--- config.mk ---
export PLATFORM = sky130hd
export DESIGN_NAME = multiplier_grad_product_seq
export DESIGN_NICKNAME = d
export VERILOG_FILES = /design/src/rtl/multiplier_grad_product_seq_pkg.sv /design/src/rtl/multiplier_grad_product_mul.sv /design/src/rtl/multiplier_grad_product_seq.sv
export SDC_FILE = /design/constraint.sdc
export NUM_CORES = 1
export LEC_CHECK = 0
export CORE_AREA = 2 2 141 143
export CTS_CLUSTER_SIZE = 10
export DETAILED_ROUTE_END_ITERATION = 8
export DIE_AREA = 0 0 143 145
export PLACE_DENSITY = 0.68
export SYNTH_ARGS = -nofsm -noshare
export SYNTH_HDL_FRONTEND = slang
export SYNTH_SLANG_ARGS = --single-unit
--- constraint.sdc ---
create_clock -name clk -period 5.55 [get_ports clk]
set_input_delay 1.3875 -clock clk [delete_from_list [all_inputs] [get_ports clk]]
set_output_delay 1.3875 -clock clk [all_outputs]
set_load 0.05 [all_outputs]
--- src/rtl/multiplier_grad_product_seq_pkg.sv ---
// ============================================================================
// Module : multiplier_grad_product_seq_pkg
// Brief  : FSM state encoding and product-index constants for the sequencer.
// Rev    : 1.0  initial release
// ============================================================================
`default_nettype none

package multiplier_grad_product_seq_pkg;

    typedef enum logic [1:0] {
        IDLE  = 2'd0,
        ISSUE = 2'd1,
        DRAIN = 2'd2,
        DONE  = 2'd3
    } state_t;

    localparam int IDX_W = 3;
    typedef logic [IDX_W-1:0] idx_t;

    localparam idx_t IDX_XX = 3'd0;
    localparam idx_t IDX_XY = 3'd1;
    localparam idx_t IDX_YY = 3'd2;
    localparam idx_t IDX_XT = 3'd3;
    localparam idx_t IDX_YT = 3'd4;

endpackage

`default_nettype wire

--- src/rtl/multiplier_grad_product_mul.sv ---
// ============================================================================
// Module : multiplier_grad_product_mul
// Brief  : Combinational signed g_width x g_width multiplier, full precision.
// Rev    : 1.0  initial release
// ============================================================================
`default_nettype none

module multiplier_grad_product_mul #(
    parameter int g_width = 8,
    parameter int p_width = 2 * g_width
) (
    input  logic signed [g_width-1:0] a,
    input  logic signed [g_width-1:0] b,
    output logic signed [p_width-1:0] prod
);

    logic signed [2*g_width-1:0] w_a;
    logic signed [2*g_width-1:0] w_b;
    logic signed [2*g_width-1:0] w_full;

    // Sign-extend first so the product is formed at full width explicitly.
    assign w_a    = {{g_width{a[g_width-1]}}, a};
    assign w_b    = {{g_width{b[g_width-1]}}, b};
    assign w_full = w_a * w_b;
    assign prod   = p_width'(w_full);

endmodule

`default_nettype wire

--- src/rtl/multiplier_grad_product_seq.sv ---
// ============================================================================
// Module : multiplier_grad_product_seq
// Brief  : Computes ix*ix, ix*iy, iy*iy, ix*it, iy*it on one shared multiplier.
// Rev    : 1.0  initial release
// ============================================================================
`default_nettype none

module multiplier_grad_product_seq
    import multiplier_grad_product_seq_pkg::*;
#(
    parameter int g_width = 8,
    parameter int p_width = 2 * g_width
) (
    input  logic                      clk,
    input  logic                      reset,
    input  logic                      in_val,
    output logic                      in_rdy,
    input  logic signed [g_width-1:0] ix,
    input  logic signed [g_width-1:0] iy,
    input  logic signed [g_width-1:0] it,
    output logic                      out_val,
    input  logic                      out_rdy,
    output logic signed [p_width-1:0] ixx,
    output logic signed [p_width-1:0] ixy,
    output logic signed [p_width-1:0] iyy,
    output logic signed [p_width-1:0] ixt,
    output logic signed [p_width-1:0] iyt
);

    state_t                    r_state;
    state_t                    w_next;
    idx_t                      r_idx;
    logic signed [g_width-1:0] r_ix;
    logic signed [g_width-1:0] r_iy;
    logic signed [g_width-1:0] r_it;
    logic signed [g_width-1:0] r_op_a;
    logic signed [g_width-1:0] r_op_b;
    logic                      r_op_vld;
    idx_t                      r_op_idx;
    logic signed [g_width-1:0] w_sel_a;
    logic signed [g_width-1:0] w_sel_b;
    logic signed [p_width-1:0] w_prod;
    logic signed [p_width-1:0] r_ixx;
    logic signed [p_width-1:0] r_ixy;
    logic signed [p_width-1:0] r_iyy;
    logic signed [p_width-1:0] r_ixt;
    logic signed [p_width-1:0] r_iyt;
    logic                      w_accept;

    assign in_rdy   = !reset && ((r_state == IDLE) || ((r_state == DONE) && out_rdy));
    assign w_accept = in_val && in_rdy;
    assign out_val  = (r_state == DONE);

    always_comb begin
        w_next = r_state;
        case (r_state)
            IDLE:    if (in_val) w_next = ISSUE;
            ISSUE:   if (r_idx == IDX_YT) w_next = DRAIN;
            DRAIN:   w_next = DONE;
            DONE:    if (out_rdy) w_next = in_val ? ISSUE : IDLE;
            default: w_next = IDLE;
        endcase
    end

    always_comb begin
        w_sel_a = '0;
        w_sel_b = '0;
        case (r_idx)
            IDX_XX:  begin w_sel_a = r_ix; w_sel_b = r_ix; end
            IDX_XY:  begin w_sel_a = r_ix; w_sel_b = r_iy; end
            IDX_YY:  begin w_sel_a = r_iy; w_sel_b = r_iy; end
            IDX_XT:  begin w_sel_a = r_ix; w_sel_b = r_it; end
            IDX_YT:  begin w_sel_a = r_iy; w_sel_b = r_it; end
            default: begin w_sel_a = '0;   w_sel_b = '0;   end
        endcase
    end

    always_ff @(posedge clk) begin
        if (reset) begin
            r_state <= IDLE;
            r_idx   <= '0;
            r_ix    <= '0;
            r_iy    <= '0;
            r_it    <= '0;
        end else begin
            r_state <= w_next;
            if (w_accept) begin
                r_ix  <= ix;
                r_iy  <= iy;
                r_it  <= it;
                r_idx <= IDX_XX;
            end else if (r_state == ISSUE) begin
                r_idx <= r_idx + idx_t'(1);
            end
        end
    end

    // Stage 1: operand register, tagged with the index it belongs to.
    always_ff @(posedge clk) begin
        if (reset) begin
            r_op_a   <= '0;
            r_op_b   <= '0;
            r_op_vld <= 1'b0;
            r_op_idx <= '0;
        end else begin
            r_op_vld <= (r_state == ISSUE);
            if (r_state == ISSUE) begin
                r_op_a   <= w_sel_a;
                r_op_b   <= w_sel_b;
                r_op_idx <= r_idx;
            end
        end
    end

    multiplier_grad_product_mul #(
        .g_width (g_width),
        .p_width (p_width)
    ) u_mul (
        .a    (r_op_a),
        .b    (r_op_b),
        .prod (w_prod)
    );

    // Stage 2: product registers, written only when a tagged operand pair lands.
    always_ff @(posedge clk) begin
        if (reset) begin
            r_ixx <= '0;
            r_ixy <= '0;
            r_iyy <= '0;
            r_ixt <= '0;
            r_iyt <= '0;
        end else if (r_op_vld) begin
            case (r_op_idx)
                IDX_XX:  r_ixx <= w_prod;
                IDX_XY:  r_ixy <= w_prod;
                IDX_YY:  r_iyy <= w_prod;
                IDX_XT:  r_ixt <= w_prod;
                IDX_YT:  r_iyt <= w_prod;
                default: ;
            endcase
        end
    end

    assign ixx = r_ixx;
    assign ixy = r_ixy;
    assign iyy = r_iyy;
    assign ixt = r_ixt;
    assign iyt = r_iyt;

endmodule

`default_nettype wire

After elaboration in Yosys (flattened, before gate mapping):

Cells that the tools add are included.

* bits in registers: 129
* word-level logic and storage cells: 56
* input port bits: 28

* add/subtract/negate cells: 1
* mux-type cells: 7
* reductions and logical operators: 19
* multiply operators: 1
* equal/unequal tests: 14

Operators by type and width (number)
* $pmux 8 s3: 1
* $mul 8x8->16: 1
* $pmux 8 s2: 1
* $eq 3x2->1 const B: 4
* $reduce_and 2->1: 5
* $pmux 2 s4: 1
* $reduce_or 2->1: 4
* $eq 3x1->1 const B: 2
* $eq 3x3->1 const B: 2
* $logic_not 3->1: 2
* $mux 2: 3
* $eq 2x2->1 const B: 2
* $ne 2x2->1 const B: 2
* $add 3x1->3 const B: 1
* $logic_and 1x1->1: 3
* $reduce_and 3->1: 1
* $reduce_or 3->1: 1
* $eq 2x1->1 const B: 1
* $logic_not 2->1: 1
* $ne 2x1->1 const B: 1
* $logic_not 1->1: 1
* $logic_or 1x1->1: 1
* $mux 1: 1

Depth between registers and ports, before layout:

Gate-level depths: netlist (run 1).

* word-level depth: 6
* depth in mapped cells: 18
* depth with buffers taken out: 17

By module:

From an unflattened synthesis (run 1), not the netlist that was laid out.

* cells, all modules: 891
* area, all modules: 7457.2 um2

Modules (own cells, without submodules)
* multiplier_grad_product_seq: area each 4924.7 um2, times used 1, cells an instance 602
* multiplier_grad_product_mul: area each 2532.4 um2, times used 1, cells an instance 289

Least setup slack after synthesis (run 1):

No wires, ideal clock.

* path kind: register to register
* start point: register r_op_b[3]
* end point: register r_ixy[14], in the netlist ixy[14]
* data arrival time: 4.433 ns
* required time: 5.459 ns
* stages on the path, launching flop included: 16
* path buffers: 1
* slack: 1.026 ns
* library setup time: 0.091 ns
* clock period less this slack: 4.524 ns
* cells stage by stage: dfxtp_1 -> clkbuf_1 -> and2_1 -> fa_1 -> inv_1 -> fa_1 -> inv_1 -> fa_1 -> inv_1 -> fa_1 -> inv_1 -> ha_1 -> a211o_1 -> o32a_4 -> mux2i_4 -> a311oi_1

* word-level cells in the longest chain between the ends: 1

Ends and longest elaborated chain
* from (decl): RTL line multiplier_grad_product_seq.sv:37 `logic signed [g_width-1:0] r_op_b;`
* from (signal assigned): RTL line multiplier_grad_product_seq.sv:109 `r_op_b <= w_sel_b;`
* $mul 8x8->16: RTL line multiplier_grad_product_mul.sv:24 `assign w_full = w_a * w_b;`
* to (signal assigned): RTL line multiplier_grad_product_seq.sv:135 `IDX_XY: r_ixy <= w_prod;`
* to (decl): RTL line multiplier_grad_product_seq.sv:44 `logic signed [p_width-1:0] r_ixy;`

No other way between the ends.
A chain may end at the register's enable or synchronous reset.

Worst setup path after layout (run 1):

* start point: register r_op_b[2]
* end point: register r_ixt[15], in the netlist ixt[15]

* word-level cells in the longest chain between the ends: 1

Ends and longest elaborated chain
* $mul 8x8->16: RTL line multiplier_grad_product_mul.sv:24
* to (signal assigned): RTL line multiplier_grad_product_seq.sv:137 `IDX_XT: r_ixt <= w_prod;`
* to (decl): RTL line multiplier_grad_product_seq.sv:46 `logic signed [p_width-1:0] r_ixt;`

No other way between the ends.

==> flow_metrics.tcl, run 1 <==
set metrics [dict create \
    status "finished clean" \
    drive_gt1_share_pct 4.78 \
    synthArstFlopShare_pct 0 \
    hold_start "ixt[13]" \
    arrival_ns 5.19 \
    clockRootBuffer "clkbuf_16" \
    wl_um 18700 \
    drc 0 \
    track_usage_pct 18.7 \
    dp.cells 1217 \
    r2r_cells 17 \
    die_x_um 143 \
    postPlaceCellArea_sq_um 8780 \
    setup-tns-final_ns 0 \
    reg2reg_slack_ns 0.63 \
    cts_resized 0 \
    ir_drop_uv 306 \
    netlist_instances 888 \
    p_per_area_nw_per_um2 328 \
    layout_common_cells "157 x nand2_1, 129 x dfxtp_1, 108 x clkdlybuf4s50_1, 88 x inv_1, 69 x nor2_1" \
    hp-class "register to register" \
    leakage_nw 3.57 \
    path_clk_slew_ns 0.07 \
    area_growth_pct 24.8 \
    cts_buffer_depth 2 \
    period_share_pct 88.7 \
    cts-buffers-inserted 17 \
    first_global_vias 6003 \
    synth-edff-count 0 \
    cts_max_level 4 \
    fin_area_sq_um 9380 \
    overflow 0 \
    power.total_mw 3.07 \
    drt_iter0_markers 460 \
    cts_hold_buf 0 \
    wl_per_cell_um 14.9 \
    cts_tree "done" \
    endpoint_kind "register" \
    placeableCoreArea_sq_um 19200 \
    rr_startpoint "r_op_b[2]" \
    placementRows 51 \
    clk_latency_ns 0.43 \
    vias 6236 \
    clock-skew-final_ns 0.0189 \
    dieArea_sq_um 20700 \
    whs_endpoint "ixt[13]" \
    hold_viol_final 0 \
    fin_util_pct 48.8 \
    path_class "register to register" \
    port_buffers 109 \
    required_ns 5.81 \
    synth-seq-cells 129 \
    cts.sinks 129 \
    detail-route-antenna-nets 0 \
    syn_nets 1009 \
    gp_congestion 0.837 \
    hpwl_um 13500 \
    cp-start-kind "register" \
    yosys_warnings 0 \
    cp_max_fo 13 \
    max_slew_margin_pct 35.4 \
    syn_area_per_cell_sq_um 8.47 \
    hold_depth 2 \
    fin_cells 1249 \
    grt_pass1_wl_um 30700 \
    drt_first_pass_iters 7 \
    io_pins 110 \
    mostFrequentLayoutCell "nand2_1" \
    yosysSeqAreaShare_pct 34.4 \
    fp.dieH_um 145 \
    timing.fmax_mhz 203 \
    start_util_pct 39.1 \
    setup_violations 0 \
    cap_violations 0 \
    tightest_slew_ns 0.969 \
    rsz0062_at_grt "no" \
    ys.flop_type "dfxtp_1" \
    diodes 0 \
    grt_max_degree 99 \
    antenna_found_initial 0 \
    slew_viol_final 0 \
    fin_nets 1092 \
    cts_setup_buffers 0 \
    fin_crit_ns 4.92 \
    synth_cell_type_count 55 \
    netlist_area_sq_um 7520 \
    via_per_inst 4.99 \
    r2r-end "ixt[15]" \
]
[layout make-up]
type,instances,area [sq um]
well taps,265,332
repair buffers,114,1130
inverters,89,334
multi-input cells,620,4410
clock buffers,17,425
flip-flops and latches,129,2580
fillers,1837,9830
clock inverters,15,170
[state kept, by name (all words and copies together), names as in the netlist, 16 cells and up]
name / flops
iyy: 16
ixy: 16
iyt: 16
ixt: 16
ixx: 16
[metal layers]
metal,track usage (%),vias to the layer above,routed length (um)
li1,-,3067,-
met1,25.7,2957,8750
met2,28.7,183,8560
met3,4.26,29,944
met4,6.68,0,415
met5,0,-,0
[metrics by stage]
stage / setup slack [ns] / hold WS [ns]
2_1_floorplan: 1.03 / 0.449
3_3_place_gp: 0.739 / 0.441
3_5_place_dp: 0.610 / 0.447
4_1_cts: 0.617 / 0.456
5_1_grt: 0.258 / 0.476
6_report: 0.626 / 0.455
[worst max path at each step]
stage                    from       to  slack [ns]
floorplan           r_op_b[3]  ixy[14]        1.03
global placement    r_op_a[7]  ixy[15]        0.74
detailed placement  r_op_a[7]  ixy[15]        0.61
CTS                 r_op_a[7]  ixt[15]        0.62
global route        r_op_b[2]  iyt[15]        0.26
finish              r_op_b[2]  ixt[15]        0.63
[report_power, final]
| part | switching (mW) | internal (mW) | total [mW] | leakage (nW) |
|---|---|---|---|---|
| registers | 0.129 | 1.02 | 1.15 | 1.05 |
| clock network | 0.482 | 0.639 | 1.12 | 0.279 |
| logic | 0.513 | 0.286 | 0.799 | 2.24 |
[cell usage after synthesis, types with 5 or more instances]
master / count / area (sq um)
a211oi_1: 11 / 82.6
a21oi_1: 64 / 320
a221oi_1: 9 / 78.8
a222oi_1: 9 / 90.1
a311oi_1: 5 / 43.8
a31oi_1: 6 / 37.5
and2_1: 38 / 238
buf_2: 5 / 25.0
clkbuf_1: 41 / 154
dfxtp_1: 129 / 2580
fa_1: 55 / 1100
ha_1: 38 / 475
inv_1: 88 / 330
nand2_1: 157 / 589
nand2b_1: 28 / 175
nand3_1: 9 / 45.0
nand3b_1: 11 / 82.6
nor2_1: 69 / 259
nor2b_1: 9 / 56.3
nor3_1: 13 / 65.1
o21ai_0: 29 / 145
o31ai_1: 5 / 37.5
or3_1: 6 / 37.5
xnor2_1: 11 / 96.3
[kinds of logic after synthesis]
family                   after synthesis  share of synthesized area [%]
AND/OR/NAND/NOR                      351                           21.7
AO/OA/AOI/OAI                        157                           13.3
buffers and inverters                139                           7.04
flip-flops                           129                           34.4
adder cells (fa/ha/maj)               93                           21.0
XOR/XNOR                              13                           1.61
multiplexers                           6                          0.982
[critical path, stage by stage, from the launching register on]
cell     delay [ns]
dfxtp_1        0.39
nand2_1        0.14
inv_1          0.09
fa_1           0.62
inv_1          0.15
fa_1           0.57
inv_1          0.06
fa_1           0.53
inv_1          0.06
fa_1           0.52
inv_1          0.04
ha_1           0.46
nand2_1        0.14
a21o_1         0.19
a32oi_1        0.17
o21ai_1        0.10
xnor2_1        0.40
o31ai_1        0.11
Note: power is estimated with default switching activity, not from simulation.
==> run 2: changes to the inputs <==
--- a/config.mk
+++ b/config.mk
@@ -10,6 +10,7 @@
 export DETAILED_ROUTE_END_ITERATION = 8
 export DIE_AREA = 0 0 143 145
 export PLACE_DENSITY = 0.68
+export RECOVER_POWER = 50
 export SYNTH_ARGS = -nofsm -noshare
 export SYNTH_HDL_FRONTEND = slang
 export SYNTH_SLANG_ARGS = --single-unit
==> constraint.sdc (replaced) <==
create_clock -name clk -period 5.55 [get_ports clk]
set_input_delay 1.3875 -clock clk [delete_from_list [all_inputs] [get_ports clk]]
set_output_delay 1.3875 -clock clk [all_outputs]
set_load 0.005 [all_outputs]
==> run 2 against run 1 <==
Wire length shrank 0.19%. Largest power group unchanged. The flow now finishes with violations (capacitance limit, slew limit). Global-route usage is the same. Setup slack lost 0.036 ns. Via count up 0.18%. Power decreased by 1.6%. Non-clock buffer count is the same.
==> flow_metrics.tcl, run 2 (synthesis results as in run 1) <==
set metrics [dict create \
    status "complete, but fails checks" \
    violations "capacitance limit, slew limit" \
    rsz0062_at_grt "no" \
    slowest_stage "fa_1" \
    cts_buffer_depth 2 \
    dieArea_sq_um 20700 \
    track_usage_pct 18.7 \
    tightest_slew_ns 1.90 \
    clk_latency_ns 0.43 \
    grt_pass1_wl_um 30700 \
    start_util_pct 39.1 \
    vias 6247 \
    required_ns 5.78 \
    path_class "register to register" \
    max_slew_margin_pct -26.4 \
    gp_congestion 0.837 \
    cts_max_level 4 \
    fin_cells 1249 \
    fill_cells 1837 \
    cp_max_fo 13 \
    grt_max_degree 99 \
    antenna_found_initial 0 \
    wl_per_cell_um 14.9 \
    fin_nets 1092 \
    cts_setup_buffers 0 \
    die_x_um 143 \
    setup_violations 0 \
    placeableCoreArea_sq_um 19200 \
    fp.dieH_um 145 \
    hold_viol_final 0 \
    cap_violations 2 \
    first_global_vias 6003 \
    area_growth_pct 24.7 \
    period_share_pct 89.4 \
    drive_gt1_share_pct 4.67 \
    clockRootBuffer "clkbuf_16" \
    slew_viol_final 144 \
    endpoint_kind "register" \
    cts-buffers-inserted 17 \
    ir_drop_uv 257 \
    placementRows 51 \
    hp-class "register to register" \
    cts.sinks 129 \
    drt_first_pass_iters 5 \
    mostFrequentLayoutCell "nand2_1" \
    leakage_nw 3.80 \
    diodes 0 \
    cp-start-kind "register" \
    worstPathCellList "nand2_1 > inv_1 > fa_1 > inv_1 > fa_1 > inv_1 > fa_1 > inv_1 > fa_1 > inv_1 > ha_1 > nand2_1 > a21o_1 > a32oi_1 > o21ai_1 > xnor2_1 > o31ai_1" \
    via_per_inst 5.00 \
    timing.fmax_mhz 202 \
    drc 0 \
    hpwl_um 13500 \
    path_clk_slew_ns 0.07 \
    critPathMostFrequentCell "inv_1" \
    postPlaceCellArea_sq_um 8780 \
    dp.cells 1217 \
    layout_common_cells "157 x nand2_1, 129 x dfxtp_1, 88 x inv_1, 69 x nor2_1, 67 x dlygate4sd3_1" \
    cts_resized 0 \
    fin_area_sq_um 9370 \
    io_pins 110 \
    setup-tns-final_ns 0 \
    hold_ws_ns 0.451 \
    cp_slowest_stage_delay_ns 0.62 \
    p_per_area_nw_per_um2 323 \
    ff_latch_area_sq_um 2580 \
    drt_iter0_markers 463 \
    fin_crit_ns 4.96 \
    power.total_mw 3.02 \
    cts_hold_buf 0 \
    arrival_ns 5.19 \
    multi_input_area_sq_um 4410 \
    port_buffers 109 \
    cts_tree "done" \
    wl_um 18600 \
    clock-skew-final_ns 0.0166 \
    detail-route-antenna-nets 0 \
    overflow 0 \
]
[run 2: changes by cell type in the layout (fill, tap and decap cells not counted)]
cell / delta
dlygate4sd3_1: +67
buf_4: -2
clkbuf_1: +1
clkbuf_2: +1
clkdlybuf4s50_1: -67
[run 2: area by class of cell]
| type | count | share of cell area, % |
|---|---|---|
| sequential | 129 | 27.5 |
| timing repair buffer | 114 | 11.9 |
| multi-input combinational | 620 | 47.1 |
| tap | 265 | 3.54 |
| clock inverter | 15 | 1.82 |
| clock buffer | 17 | 4.54 |
| inverter | 89 | 3.56 |
[run 2: metrics by stage]
step,util [%],setup slack (ns)
after floorplan,-,1.03
after CTS,48.8,0.617
after global routing,48.8,0.215
after detailed placement,45.7,0.610
after global placement,45.7,0.739
final,48.8,0.590
[run 2: power breakdown]
part,internal (mW),switching [mW],leakage [nW]
clock network,0.639,0.484,0.279
logic,0.283,0.466,2.48
registers,1.02,0.129,1.05
total,1.95,1.08,3.80
[run 2: layer usage]
metal | track usage, % | vias to the layer above | wire [um]
met2 | 28.7 | 174 | 8530
met3 | 4.26 | 31 | 851
li1 | - | 3076 | -
met5 | 0 | - | 0
met1 | 25.7 | 2966 | 8820
met4 | 6.68 | 0 | 425
[run 2: worst max-delay path, delay by kind of cell, from the launching register on]
family | cells | cell delay, ns
AO/OA/AOI/OAI | 4 | 0.57
XOR/XNOR | 1 | 0.40
adder cells (fa/ha/maj) | 5 | 2.71
buffers and inverters | 5 | 0.40
flip-flops | 1 | 0.39
AND/OR/NAND/NOR | 2 | 0.29
[run 2: path summary, 6_finish.rpt]
path         startpoint  slack, ns      end  cells after the start
max           r_op_b[2]       0.59  ixt[15]                     17
min             ixt[13]       0.45  ixt[13]                      2
max reg2reg   r_op_b[2]       0.59  ixt[15]                     17
min reg2reg     ixt[13]       0.45  ixt[13]                      2
==> run 3: changes to the inputs <==
--- a/config.mk
+++ b/config.mk
@@ -5,12 +5,15 @@
 export SDC_FILE = /design/constraint.sdc
 export NUM_CORES = 1
 export LEC_CHECK = 0
-export CORE_AREA = 2 2 141 143
+export CORE_AREA = 2 2 140 142
+export CTS_BUF_LIST = sky130_fd_sc_hd__clkbuf_4 sky130_fd_sc_hd__clkbuf_8
 export CTS_CLUSTER_SIZE = 10
 export DETAILED_ROUTE_END_ITERATION = 8
-export DIE_AREA = 0 0 143 145
+export DIE_AREA = 0 0 142 144
+export GPL_TIMING_DRIVEN = 1
 export PLACE_DENSITY = 0.68
 export RECOVER_POWER = 50
 export SYNTH_ARGS = -nofsm -noshare
 export SYNTH_HDL_FRONTEND = slang
+export SYNTH_HIERARCHICAL = 1
 export SYNTH_SLANG_ARGS = --single-unit
==> run 3 against run 2 <==
The flow still finishes with violations (capacitance limit, slew limit). Clock-buffer cell count increased by 1. Register-to-register slack improved by 0.098 ns. First-iteration DRC count decreased by 42%. Core utilization decreased by 1.2 points. Setup slack improved by 0.098 ns. Non-clock buffer count decreased by 2. Clock skew decreased by 0.0062 ns. Worst hold slack improved by 0.0023 ns. Synthesized cell count increased by 0.34%. Final area decreased by 3.0%. Critical path depth decreased by 2. Die area decreased by 1.4%. Largest power group unchanged. Highest routed layer unchanged.
==> flow_metrics.tcl, run 3 <==
set metrics [dict create \
    io_pins 110 \
    wl_um 16700 \
    yosysSeqAreaShare_pct 34.6 \
    synthMuxAreaShare_pct 0.973 \
    drive_gt1_share_pct 4.52 \
    placeableCoreArea_sq_um 19100 \
    die_x_um 142 \
    status "complete, but fails checks" \
    fp.dieH_um 144 \
    hold_depth 2 \
    synth.top_cell.area_share_pct 34.6 \
    cts_setup_buffers 0 \
    max_slew_margin_pct -21.2 \
    synth_xor_area_share_pct 1.76 \
    overflow 0 \
    wl_per_cell_um 13.6 \
    hold_viol_final 0 \
    leakage_nw 3.78 \
    synth-edff-count 0 \
    slew_viol_final 92 \
    dp.cells 1201 \
    fill_cells 1816 \
    netlist_instances 891 \
    setup-tns-final_ns 0 \
    path_buf_inv 3 \
    tightest_slew_ns 1.82 \
    r2r_cells 15 \
    synthTopCellsByArea "dfxtp_1 35%, fa_1 15%, nand2_1 10%" \
    cts_max_level 4 \
    timing.fmax_mhz 206 \
    drt_iter0_markers 268 \
    cts-buffers-inserted 17 \
    drc 0 \
    cp_num_cells 15 \
    postPlaceCellArea_sq_um 8690 \
    cts_tree "done" \
    rsz0062_at_grt "no" \
    clockRootBuffer "clkbuf_8" \
    fin_area_sq_um 9090 \
    ff_latch_area_sq_um 2580 \
    cts.sinks 129 \
    period_share_pct 87.6 \
    synthArstFlopShare_pct 0 \
    antenna_found_initial 0 \
    cts_buffer_depth 2 \
    arrival_ns 5.19 \
    detail-route-antenna-nets 0 \
    endpoint_kind "register" \
    synth_compound_area_share_pct 13.4 \
    gp_congestion 0.850 \
    synth-simple-area-share_pct 21.0 \
    synth_commonest_cells "207 x nand2_1, 129 x dfxtp_1, 100 x a21oi_1, 91 x inv_1, 55 x fa_1" \
    clock-skew-final_ns 0.0103 \
    hold_ws_ns 0.453 \
    dieArea_sq_um 20400 \
    fin_cells 1233 \
    yosys_warnings 6 \
    place_worst_setup_slack_ns 0.666 \
    drt_first_pass_iters 4 \
    cts_resized 0 \
    port_buffers 109 \
    layout_common_cells "207 x nand2_1, 129 x dfxtp_1, 100 x a21oi_1, 91 x inv_1, 69 x dlygate4sd3_1" \
    synth_cell_type_count 50 \
    multi_input_area_sq_um 4340 \
    hpwl_um 12600 \
    area_growth_pct 21.9 \
    critPathMostFrequentCell "fa_1" \
    via_per_inst 4.75 \
    netlist_area_sq_um 7460 \
    synth_adder_area_share_pct 21.1 \
    yosysMostFrequentCell "nand2_1" \
    power.total_mw 2.57 \
    crit_family "adder cells" \
    placementRows 51 \
    ir_drop_uv 234 \
    mostFrequentLayoutCell "nand2_1" \
    hp-class "register to register" \
    path_clk_slew_ns 0.08 \
    first_global_vias 5737 \
    required_ns 5.88 \
    track_usage_pct 17.1 \
    worstPathCellList "nand2b_1 > fa_1 > fa_1 > inv_1 > fa_1 > inv_1 > fa_1 > inv_1 > ha_1 > nand4b_1 > a211o_1 > nor2b_1 > xnor2_1 > nand2_1 > a21oi_1" \
    fin_crit_ns 4.86 \
    cp_max_fo 10 \
    fin_nets 1103 \
    start_util_pct 39.1 \
    syn_area_per_cell_sq_um 8.37 \
    grt_max_degree 92 \
    path_class "register to register" \
    grt_pass1_wl_um 28100 \
    setup_violations 0 \
    fin_util_pct 47.6 \
    synth-seq-cells 129 \
    cap_violations 1 \
    p_per_area_nw_per_um2 283 \
    ys.flop_type "dfxtp_1" \
    setup_ws_ns 0.688 \
    vias 5862 \
    syn_nets 1012 \
    synth_top_family_by_area "adder cells" \
    clk_latency_ns 0.44 \
    diodes 0 \
    cp_slowest_stage_delay_ns 0.56 \
    violations "capacitance limit, slew limit" \
    synth_area_leader_cell "dfxtp_1" \
    cts_hold_buf 0 \
    cp-start-kind "register" \
    slowest_stage "fa_1" \
]
-- run 3: routing by layer --
layer | vias to the layer above | track usage, % | part of all wire [%]
li1 | 3035 | - | -
met1 | 2681 | 23.2 | 48
met2 | 129 | 27.6 | 47
met3 | 17 | 3.15 | 3.7
met4 | 0 | 5.74 | 1.4
met5 | - | 0 | 0
-- run 3: final timing paths --
check                           startpoint       to  slack [ns]
worst min-delay path                ixx[2]   ixx[2]        0.45
worst max register to register   r_op_b[7]  ixx[13]        0.69
worst min register to register      ixx[2]   ixx[2]        0.45
worst max-delay path             r_op_b[7]  ixx[13]        0.69
-- run 3: cell families (layout without fill, tap and decap cells) --
logic type               Yosys count  in the layout
AND/OR/NAND/NOR                  340            340
AO/OA/AOI/OAI                    176            176
buffers and inverters            131            235
flip-flops                       129            129
adder cells (fa/ha/maj)           93             93
XOR/XNOR                          15             15
multiplexers                       7              7
-- run 3: final cells by class --
| type | count | share of cell area, % |
|---|---|---|
| Clock inverter | 14 | 2.00 |
| Timing Repair Buffer | 112 | 12.2 |
| Tap cell | 238 | 3.28 |
| Multi-Input combinational cell | 631 | 47.8 |
| Clock buffer | 18 | 2.66 |
| Sequential cell | 129 | 28.4 |
| Inverter | 91 | 3.76 |
-- run 3: worst reg2reg max path, stage by stage (launching register included) --
cell      delay [ns]
dfxtp_1         0.53
nand2b_1        0.14
fa_1            0.52
fa_1            0.56
inv_1           0.06
fa_1            0.53
inv_1           0.05
fa_1            0.52
inv_1           0.04
ha_1            0.35
nand4b_1        0.20
a211o_1         0.35
nor2b_1         0.15
xnor2_1         0.51
nand2_1         0.10
a21oi_1         0.15
-- run 3: report_power, final --
group | switching, mW | internal [mW] | leakage [nW] | total, mW
logic | 0.369 | 0.240 | 2.52 | 0.609
registers | 0.111 | 1.01 | 1.05 | 1.12
clock network | 0.387 | 0.456 | 0.212 | 0.843
